===== src/rtl/mult_div_unit.sv =====
`default_nettype none
// ============================================================================
// Module      : mult_div_unit
// Description : Multicycle multiply/divide unit producing the Hi/Lo pair.
//               Shift-add multiplication and restoring division, one bit
//               per cycle, signed or unsigned, with a start/done handshake.
// Ports       : clk, reset (sync, active-high)
//               start_mult / start_div  - one-cycle requests (IDLE only)
//               is_signed, op_a, op_b   - sampled with the accepted start
//               busy                    - operation in progress
//               done                    - one-cycle result-valid pulse
//               div_zero                - pulses with done on divide by zero
//               hi_out / lo_out         - product hi/lo or remainder/quotient
// Revision    : 1.0 - initial release
// ============================================================================
module mult_div_unit #(
    parameter int WIDTH = 32
) (
    input  logic             clk,
    input  logic             reset,
    input  logic             start_mult,
    input  logic             start_div,
    input  logic             is_signed,
    input  logic [WIDTH-1:0] op_a,
    input  logic [WIDTH-1:0] op_b,
    output logic             busy,
    output logic             done,
    output logic             div_zero,
    output logic [WIDTH-1:0] hi_out,
    output logic [WIDTH-1:0] lo_out
);

    localparam int CW = $clog2(WIDTH);

    typedef enum logic [1:0] {
        S_IDLE   = 2'd0,
        S_MULT   = 2'd1,
        S_DIV    = 2'd2,
        S_FINISH = 2'd3
    } state_t;

    state_t               r_state;
    state_t               w_nextState;

    logic [CW-1:0]        r_count;
    logic [2*WIDTH-1:0]   r_acc;      // mult: {partial, multiplier}; div: {remainder, quotient}
    logic [WIDTH-1:0]     r_operand;  // multiplicand or divisor magnitude
    logic                 r_negLo;    // negate product / quotient
    logic                 r_negHi;    // negate remainder (dividend sign)
    logic                 r_isDiv;
    logic                 r_divZero;

    logic                 w_lastIter;
    logic                 w_negA, w_negB;
    logic [WIDTH-1:0]     w_magA, w_magB;
    logic [WIDTH:0]       w_addSum;
    logic [2*WIDTH-1:0]   w_multNext;
    logic [WIDTH:0]       w_remWide;
    logic                 w_trialOk;
    logic [WIDTH-1:0]     w_remDiff;
    logic [2*WIDTH-1:0]   w_divNext;
    logic [2*WIDTH-1:0]   w_product;
    logic [WIDTH-1:0]     w_quot, w_rem;

    assign w_lastIter = (r_count == CW'(WIDTH - 1));

    // Operand magnitudes; the most-negative value maps onto itself, which is
    // the correct unsigned magnitude.
    assign w_negA = is_signed & op_a[WIDTH-1];
    assign w_negB = is_signed & op_b[WIDTH-1];
    assign w_magA = w_negA ? -op_a : op_a;
    assign w_magB = w_negB ? -op_b : op_b;

    // Multiply step: conditional add into the upper half, then shift the
    // carry back in from the top.
    assign w_addSum   = {1'b0, r_acc[2*WIDTH-1:WIDTH]}
                      + (r_acc[0] ? {1'b0, r_operand} : '0);
    assign w_multNext = {w_addSum, r_acc[WIDTH-1:1]};

    // Divide step: the shifted remainder needs one extra bit because it can
    // reach almost twice the divisor. The difference always fits in WIDTH.
    assign w_remWide = {r_acc[2*WIDTH-1:WIDTH], r_acc[WIDTH-1]};
    assign w_trialOk = (w_remWide >= {1'b0, r_operand});
    assign w_remDiff = w_remWide[WIDTH-1:0] - r_operand;
    assign w_divNext = w_trialOk ? {w_remDiff, r_acc[WIDTH-2:0], 1'b1}
                                 : {w_remWide[WIDTH-1:0], r_acc[WIDTH-2:0], 1'b0};

    assign w_product = r_negLo ? -r_acc : r_acc;
    assign w_quot    = r_negLo ? -r_acc[WIDTH-1:0] : r_acc[WIDTH-1:0];
    assign w_rem     = r_negHi ? -r_acc[2*WIDTH-1:WIDTH] : r_acc[2*WIDTH-1:WIDTH];

    assign busy = (r_state != S_IDLE);

    always_ff @(posedge clk) begin
        if (reset) r_state <= S_IDLE;
        else       r_state <= w_nextState;
    end

    always_comb begin
        w_nextState = r_state;
        case (r_state)
            S_IDLE: begin
                if (start_mult)          w_nextState = S_MULT;
                else if (start_div)      w_nextState = (op_b == '0) ? S_FINISH : S_DIV;
            end
            S_MULT:   if (w_lastIter) w_nextState = S_FINISH;
            S_DIV:    if (w_lastIter) w_nextState = S_FINISH;
            S_FINISH: w_nextState = S_IDLE;
            default:  w_nextState = S_IDLE;
        endcase
    end

    always_ff @(posedge clk) begin
        if (reset) begin
            r_count   <= '0;
            r_acc     <= '0;
            r_operand <= '0;
            r_negLo   <= 1'b0;
            r_negHi   <= 1'b0;
            r_isDiv   <= 1'b0;
            r_divZero <= 1'b0;
            done      <= 1'b0;
            div_zero  <= 1'b0;
            hi_out    <= '0;
            lo_out    <= '0;
        end else begin
            done     <= 1'b0;
            div_zero <= 1'b0;
            case (r_state)
                S_IDLE: begin
                    if (start_mult || start_div) begin
                        r_count   <= '0;
                        r_operand <= start_mult ? w_magA : w_magB;
                        r_acc     <= {{WIDTH{1'b0}}, (start_mult ? w_magB : w_magA)};
                        r_negLo   <= w_negA ^ w_negB;
                        r_negHi   <= w_negA;
                        r_isDiv   <= ~start_mult;
                        r_divZero <= ~start_mult & (op_b == '0);
                    end
                end
                S_MULT: begin
                    r_acc   <= w_multNext;
                    r_count <= r_count + 1'b1;
                end
                S_DIV: begin
                    r_acc   <= w_divNext;
                    r_count <= r_count + 1'b1;
                end
                S_FINISH: begin
                    done     <= 1'b1;
                    div_zero <= r_divZero;
                    if (!r_divZero) begin
                        if (r_isDiv) begin
                            hi_out <= w_rem;
                            lo_out <= w_quot;
                        end else begin
                            hi_out <= w_product[2*WIDTH-1:WIDTH];
                            lo_out <= w_product[WIDTH-1:0];
                        end
                    end
                end
                default: ;
            endcase
        end
    end

endmodule
`default_nettype wire

===== config.mk =====
export PLATFORM = sky130hd
export DESIGN_NAME = mult_div_unit
export DESIGN_NICKNAME = d
export VERILOG_FILES = /design/src/rtl/mult_div_unit.sv
export SDC_FILE = /design/constraint.sdc
export NUM_CORES = 1
export LEC_CHECK = 0
export ABC_AREA = 1
export CAP_MARGIN = 25
export CORE_MARGIN = 2
export CORE_UTILIZATION = 47
export CTS_CLUSTER_DIAMETER = 120
export CTS_CLUSTER_SIZE = 40
export DETAILED_ROUTE_END_ITERATION = 6
export PLACE_DENSITY = 0.73
export SLEW_MARGIN = 20
export SYNTH_ARGS = -nofsm -noshare
export SYNTH_HDL_FRONTEND = slang
export SYNTH_SLANG_ARGS = --single-unit
export TNS_END_PERCENT = 10

===== constraint.sdc =====
create_clock -name clk -period 8.06 [get_ports clk]
set_clock_uncertainty 0.15 [all_clocks]
set_input_delay 2.418 -clock clk [delete_from_list [all_inputs] [get_ports clk]]
set_output_delay 2.418 -clock clk [all_outputs]
set_load 0.02 [all_outputs]

Word-level counts from Yosys, hierarchy flattened
Index checks and enable logic that the tools add are counted.
{ "word_totals": {"latch_bits": 0, "mem_bits_ro": 0, "out_inout_bits": 67, "regBits": 173, "mem_bits_rw": 0, "mem_count": 0, "elab_cells": 69, "input_bits": 69} }
{ "op_classes": {"n_reduce_logical": 13, "n_bitwise": 7, "n_eq_ne": 7, "n_mux": 21, "n_lt_le_gt_ge": 1, "n_mul": 0, "n_div": 0, "shifts": 0, "n_addsub": 8} }
{ "ops": {"columns": ["cell", "n"], "rows": [
  ["2-to-1 mux 32 bit", 9],
  ["2-to-1 mux 64 bit", 3],
  ["one-hot mux 64 bit (3 select lines)", 1],
  ["negator 32 bit", 4],
  ["negator 64 bit", 1],
  ["adder 32 x 32 -> 33 bit", 1],
  ["greater-or-equal comparator 33 x 32 -> 1 bit", 1],
  ["logical NOT 32 bit", 1],
  ["subtractor 32 bit", 1],
  ["one-hot mux 5 bit (2 select lines)", 1],
  ["AND reduction 2 bit", 5],
  ["2-to-1 mux 2 bit", 3],
  ["one-hot mux 2 bit (3 select lines)", 1],
  ["adder 5 x 1 -> 5 bit (second input constant)", 1],
  ["== test 5 bit (second input constant)", 1],
  ["2-to-1 mux 5 bit", 1],
  ["== test 2 bit (second input constant)", 2],
  ["nonzero test 2 bit", 2],
  ["OR reduction 2 bit", 2],
  ["AND 1 bit", 3],
  ["inequality test 3 bit (second input constant)", 1],
  ["inverter 1 bit", 3],
  ["nonzero test 3 bit", 1],
  ["== test 2 x 1 -> 1 bit (second input constant)", 1],
  ["other kinds (6)", 7]
]} }

Depth between registers and ports, before layout
{ "depth": {"word_depth": 5, "ltp_mapped": 20, "mapped_depth_nobuf": 18} }

Worst setup path after synthesis
Ideal clock, no wire load.
{ "synth_path": {"kind": "input-to-reg", "startpoint": "input op_b[1]", "endpoint": "register r_acc[16]", "t_arrival_ns": 3.809, "path_slack_ns": 3.979, "stages": 10, "cell_sequence": "inv_1 > ha_1 > nand3_1 > nor2_1 > nand3_1 > o21ai_0 > xor2_1 > or2_2 > o211ai_1 > a21oi_1"} }
{ "synth_between": {"elab_chain_cells": 5} }
{ "synth_lines": {"columns": ["element", "line", "source"], "rows": [
  ["from (decl)", "25", "input logic [WIDTH-1:0] op_b,"],
  ["negator 32 bit", "72", "assign w_magB = w_negB ? -op_b : op_b;"],
  ["2-to-1 mux 32 bit", "72", null],
  ["2-to-1 mux 32 bit", "134", "r_acc <= {{WIDTH{1'b0}}, (start_mult ? w_magB : w_magA)};"],
  ["2-to-1 mux 64 bit", "131", "if (start_mult || start_div) begin"],
  ["one-hot mux 64 bit (3 select lines)", "129", "case (r_state)"],
  ["to (signal assigned)", "134", null],
  ["to (signal assigned)", "142", "r_acc <= w_multNext;"],
  ["to (signal assigned)", "146", "r_acc <= w_divNext;"],
  ["to (decl)", "46", "logic [2*WIDTH-1:0] r_acc;"]
]} }
Every way passes these cells. The select of a mux whose other input is x is not followed.
A chain may end at the register's enable or synchronous reset.

Worst setup path after layout
{ "layout_path": {"startpoint": "input start_mult", "endpoint": "register r_operand[30]"} }
{ "layout_between": {"elab_chain_cells": 2, "elab_cells_between_ends": 3} }
{ "layout_lines": {"columns": ["element", "line", "source"], "rows": [
  ["from (decl)", "21", "input logic start_mult,"],
  ["logical OR 1 bit", "131", null],
  ["AND reduction 2 bit (no line)", null, null],
  ["to (signal assigned)", "133", "r_operand <= start_mult ? w_magA : w_magB;"],
  ["to (decl)", "47", "logic [WIDTH-1:0] r_operand;"]
]} }
Parallel ways exist; a longest one is shown, timed or not.

==> summary.md <==
| Metric | Value |
|---|---|
| Via count | between 20k and 25k |
| Global routing usage summed across all routing layers | 38.70% |
| Register-to-register setup slack | a little under 4 ns |
| Minimum period implied by the final worst setup slack | roughly 5.3 ns |
| Primary flip-flop cell chosen by synthesis mapping | dfxtp_1 |
| Via-to-Cell Ratio | 5.702 |
| Power density cells | 264.6 nW/um^2 |
| Number of warnings printed during yosys synthesis | 0 |
| Summed instance area of the synthesized netlist | 18000 um^2 |
| Sinks on Clock Net | roughly 170 |
| Maxcap violations | 0 |
| First-pass iteration count of the detailed router | 6 |
| Total instance count after detailed placement | 3745 |
| CTS Buf Count | 17 |
| Number of slew-limit violations in the final report | 0 |
| Leakage power | 10.28 nW |
| Final setup margin | 2.727 ns |
| Core Util, Final | 53.81% |
| Dpl hpwl | about 62000 um |
| Asr flop ratio synth | 0% |
| WP data arrival | 5.56 ns |
| Total grt overflow | 0 |
| Relative slew slack | about 20% |
| Post-CTS Hold Fix Bufs | 0 |
| Core Area | 37670 um^2 |
| Number of endpoints with negative hold slack in the final report | 0 |
| Post-route clock period utilization | 66.17% |
| Status | finished clean |
| Via count of the first global-routing pass | 19.89k |
| Final routed wire length divided by cell count | approximately 20 um |
| Number of distinct library cell variants in the gate-level netlist after synthesis | 56 |
| Required time of the critical path | 8.29 ns |
| Non-filler instance count after layout | 3779 |
| Setup slack at placement | 2.411 ns |
| Number of antenna violations at the first check in global routing | 1 |
| Maximum achievable frequency | 187.5 MHz |
| Critical path launch point type | primary input |
| Final-report setup violation count | 0 |
| Critical Setup Path Class | in -> reg |
| ANT nets after route | 0 |
| CP max FO | 37 |
| Number of rows in the core area | between 70 and 80 |
| Max H-tree Level | 4 |
| Setup Total Neg Slack | 0 ns |
| Mean instance size in the synthesized netlist | about 5.6 um^2 |
| Clock slew at reported path FFs | 0.07 ns |
| Post-synthesis sequential element count | 173 |
| Master cell of the clock root buffer | clkbuf_16 |
| Number of port buffers | 135 |
| Area Growth Syn to Fin | 12.63% |
| Total Wirelength | 76890 um |
| TritonCTS clock tree | built |
| Horizontal die dimension | 199.7 um |
| Post-Synthesis Net Count | between 3k and 4k |
| Worst-skew pair later-pin latency | 0.46 ns |
| Sort of element at the end of the critical path | flop |
| Final estimated routing congestion in global placement | 1.086 |
| Ratio of cells with drive above 1 in the final layout | between 4 and 5% |
| Effective utilization at floorplan | 47.78% |
| Worst-Margin Slew | 1.195 ns |
| Number of violations reported at the end of detailed-routing iteration 0 | 2389 |
| Sequential cell area fraction in the yosys report | a little under 20% |
| Number of buffers added for setup after CTS | 0 |
| Number of fill cells in the layout | 4061 |
| Ports | 136 |
| Post-detailed-route DRC marker count | 0 |
| Number of cells produced by synthesis | 3201 |
| Maximum number of pins on one net before global-route repair | 91 |
| Die footprint | 39870 um^2 |
| Die Y-Extent | 199.7 um |
| Setup repair after global routing missed its margin | no |
| Post-cts sizing count | 0 |
| Worst-case clock buffer depth | 2 |
| Final net count | 3400 |
| Path category of the worst min-delay check | reg -> reg |
| First-pass GRT wire length | 116200 um |
| Post-synth EDFFs | 0 |
| Worst VDD drop | 0.2179 mV |
| Total inserted antenna cells | 0 |
## layout make-up
cell class,instances,area [um^2],area share (%)
clock buffers,18,439.2,2.167
clock inverters,14,196.4,0.9691
inverters,476,1787,8.815
multi-input cells,2432,12220,60.28
flip-flops and latches,173,3463,17.09
well taps,511,639.4,3.154
repair buffers,155,1526,7.531
## power breakdown
group | internal (mW) | switching, mW | total, mW | leakage, nW
clock network | 0.485 | 0.430 | 0.915 | 0.307
registers | 1.04 | 0.253 | 1.29 | 1.41
logic | 0.937 | 2.22 | 3.15 | 8.56
## worst paths after layout
path	startpoint	to	cells past startpoint
hold reg to reg	r_count[4]	r_count[4]	2
hold / removal	r_count[4]	r_count[4]	2
setup reg to reg	r_acc[54]	r_acc[57]	18
setup / recovery	start_mult	r_operand[30]	10
## worst max-delay path: stages
cell and delay (ns):
clkdlybuf4s50_1 0.44, buf_4 0.26, inv_2 0.51, nand2_1 0.16, nor2_1 0.72, buf_4 0.34, inv_1 0.25, a21oi_1 0.23
a21oi_1 0.06, a21oi_1 0.16
## through the flow
step	power (mW)	area [um^2]	hold WS, ns
after floorplan	3.334	18000	0.2997
after global placement	4.292	19590	0.3060
after detailed placement	4.318	19590	0.3223
after CTS	5.237	20230	0.3327
after global routing	5.697	20270	0.3809
final	5.363	20270	0.3307
## sequential cells by signal (all words and copies together) (netlist names)
signal     count
r_acc         64
hi_out        32
lo_out        32
r_operand     32
r_count        5
r_state        2
div_zero       1
done           1
r_divZero      1
r_isDiv        1
r_negHi        1
r_negLo        1
## synthesized netlist by cell type, types with 4 or more instances
| cell type | n | share of area (%) |
|---|---|---|
| and2_1 | 4 | 0.14 |
| buf_6 | 4 | 0.25 |
| nor2_2 | 10 | 0.35 |
| nor3_1 | 30 | 0.83 |
| buf_2 | 16 | 0.44 |
| o21ai_1 | 13 | 0.36 |
| xnor2_1 | 26 | 1.3 |
| o221ai_1 | 17 | 0.83 |
| nand4_1 | 36 | 1.3 |
| xor2_1 | 68 | 3.3 |
| nand2_1 | 987 | 21 |
| o21a_1 | 6 | 0.25 |
| nor3_2 | 5 | 0.28 |
| nand3_1 | 234 | 6.5 |
| nand3b_1 | 15 | 0.63 |
| nor2_1 | 348 | 7.3 |
| ha_1 | 74 | 5.1 |
| inv_2 | 10 | 0.21 |
| dfxtp_1 | 173 | 19 |
| a31oi_1 | 6 | 0.21 |
| nand2_2 | 13 | 0.45 |
| buf_4 | 4 | 0.17 |
| clkbuf_1 | 78 | 1.6 |
| o21bai_1 | 5 | 0.21 |
| buf_1 | 16 | 0.33 |
| a21o_1 | 6 | 0.25 |
| a22oi_1 | 10 | 0.42 |
| nor4_1 | 5 | 0.17 |
| or2_2 | 10 | 0.35 |
| a21oi_2 | 22 | 1.1 |
| o211ai_1 | 31 | 1.3 |
| inv_1 | 463 | 9.7 |
| a21oi_1 | 199 | 5.5 |
| o22ai_1 | 27 | 0.94 |
| nor2_4 | 6 | 0.38 |
| a221oi_1 | 7 | 0.34 |
| o21ai_0 | 167 | 4.6 |
| nand3_2 | 21 | 1.2 |
## layer usage
metal | track usage [%] | up-vias | wire length [um]
li1 | - | 10340 | -
met5 | 0 | - | 13
met3 | 7.899 | 229 | 6957
met1 | 49.65 | 9848 | 31530
met2 | 59.90 | 1128 | 33200
met4 | 22.77 | 2 | 5182
## placed cells by master (no fill, tap or decap), types with 7 or more instances in the layout
master and count:
o21ai_0 167, a22oi_1 10, nand2_1 987, o22ai_1 27, nand4_1 36, ha_1 74
nand3_1 234, or2_2 10, nor2_4 8, clkdlybuf4s50_1 134, nand3b_1 15, nor3_1 30
nor2_2 10, nand3_2 21, a21oi_1 199, xnor2_1 26, xor2_1 68, o221ai_1 17
buf_4 19, inv_2 10, nor2_1 346, dfxtp_1 173, clkbuf_16 17, o21ai_1 13
a221oi_1 7, nand2_2 13, a21oi_2 22, o211ai_1 31, inv_1 463
## logic make-up (layout without fill, tap and decap cells)
group	count (synthesis)	in the layout	synth area share, %
AO/OA/AOI/OAI	527	527	16.85
XOR/XNOR	94	94	4.575
adder cells (fa/ha/maj)	76	76	5.367
buffers and inverters	596	663	12.95
flip-flops	173	173	19.24
AND/OR/NAND/NOR	1735	1735	41.02
No activity file was read; power rests on OpenSTA's default activity.
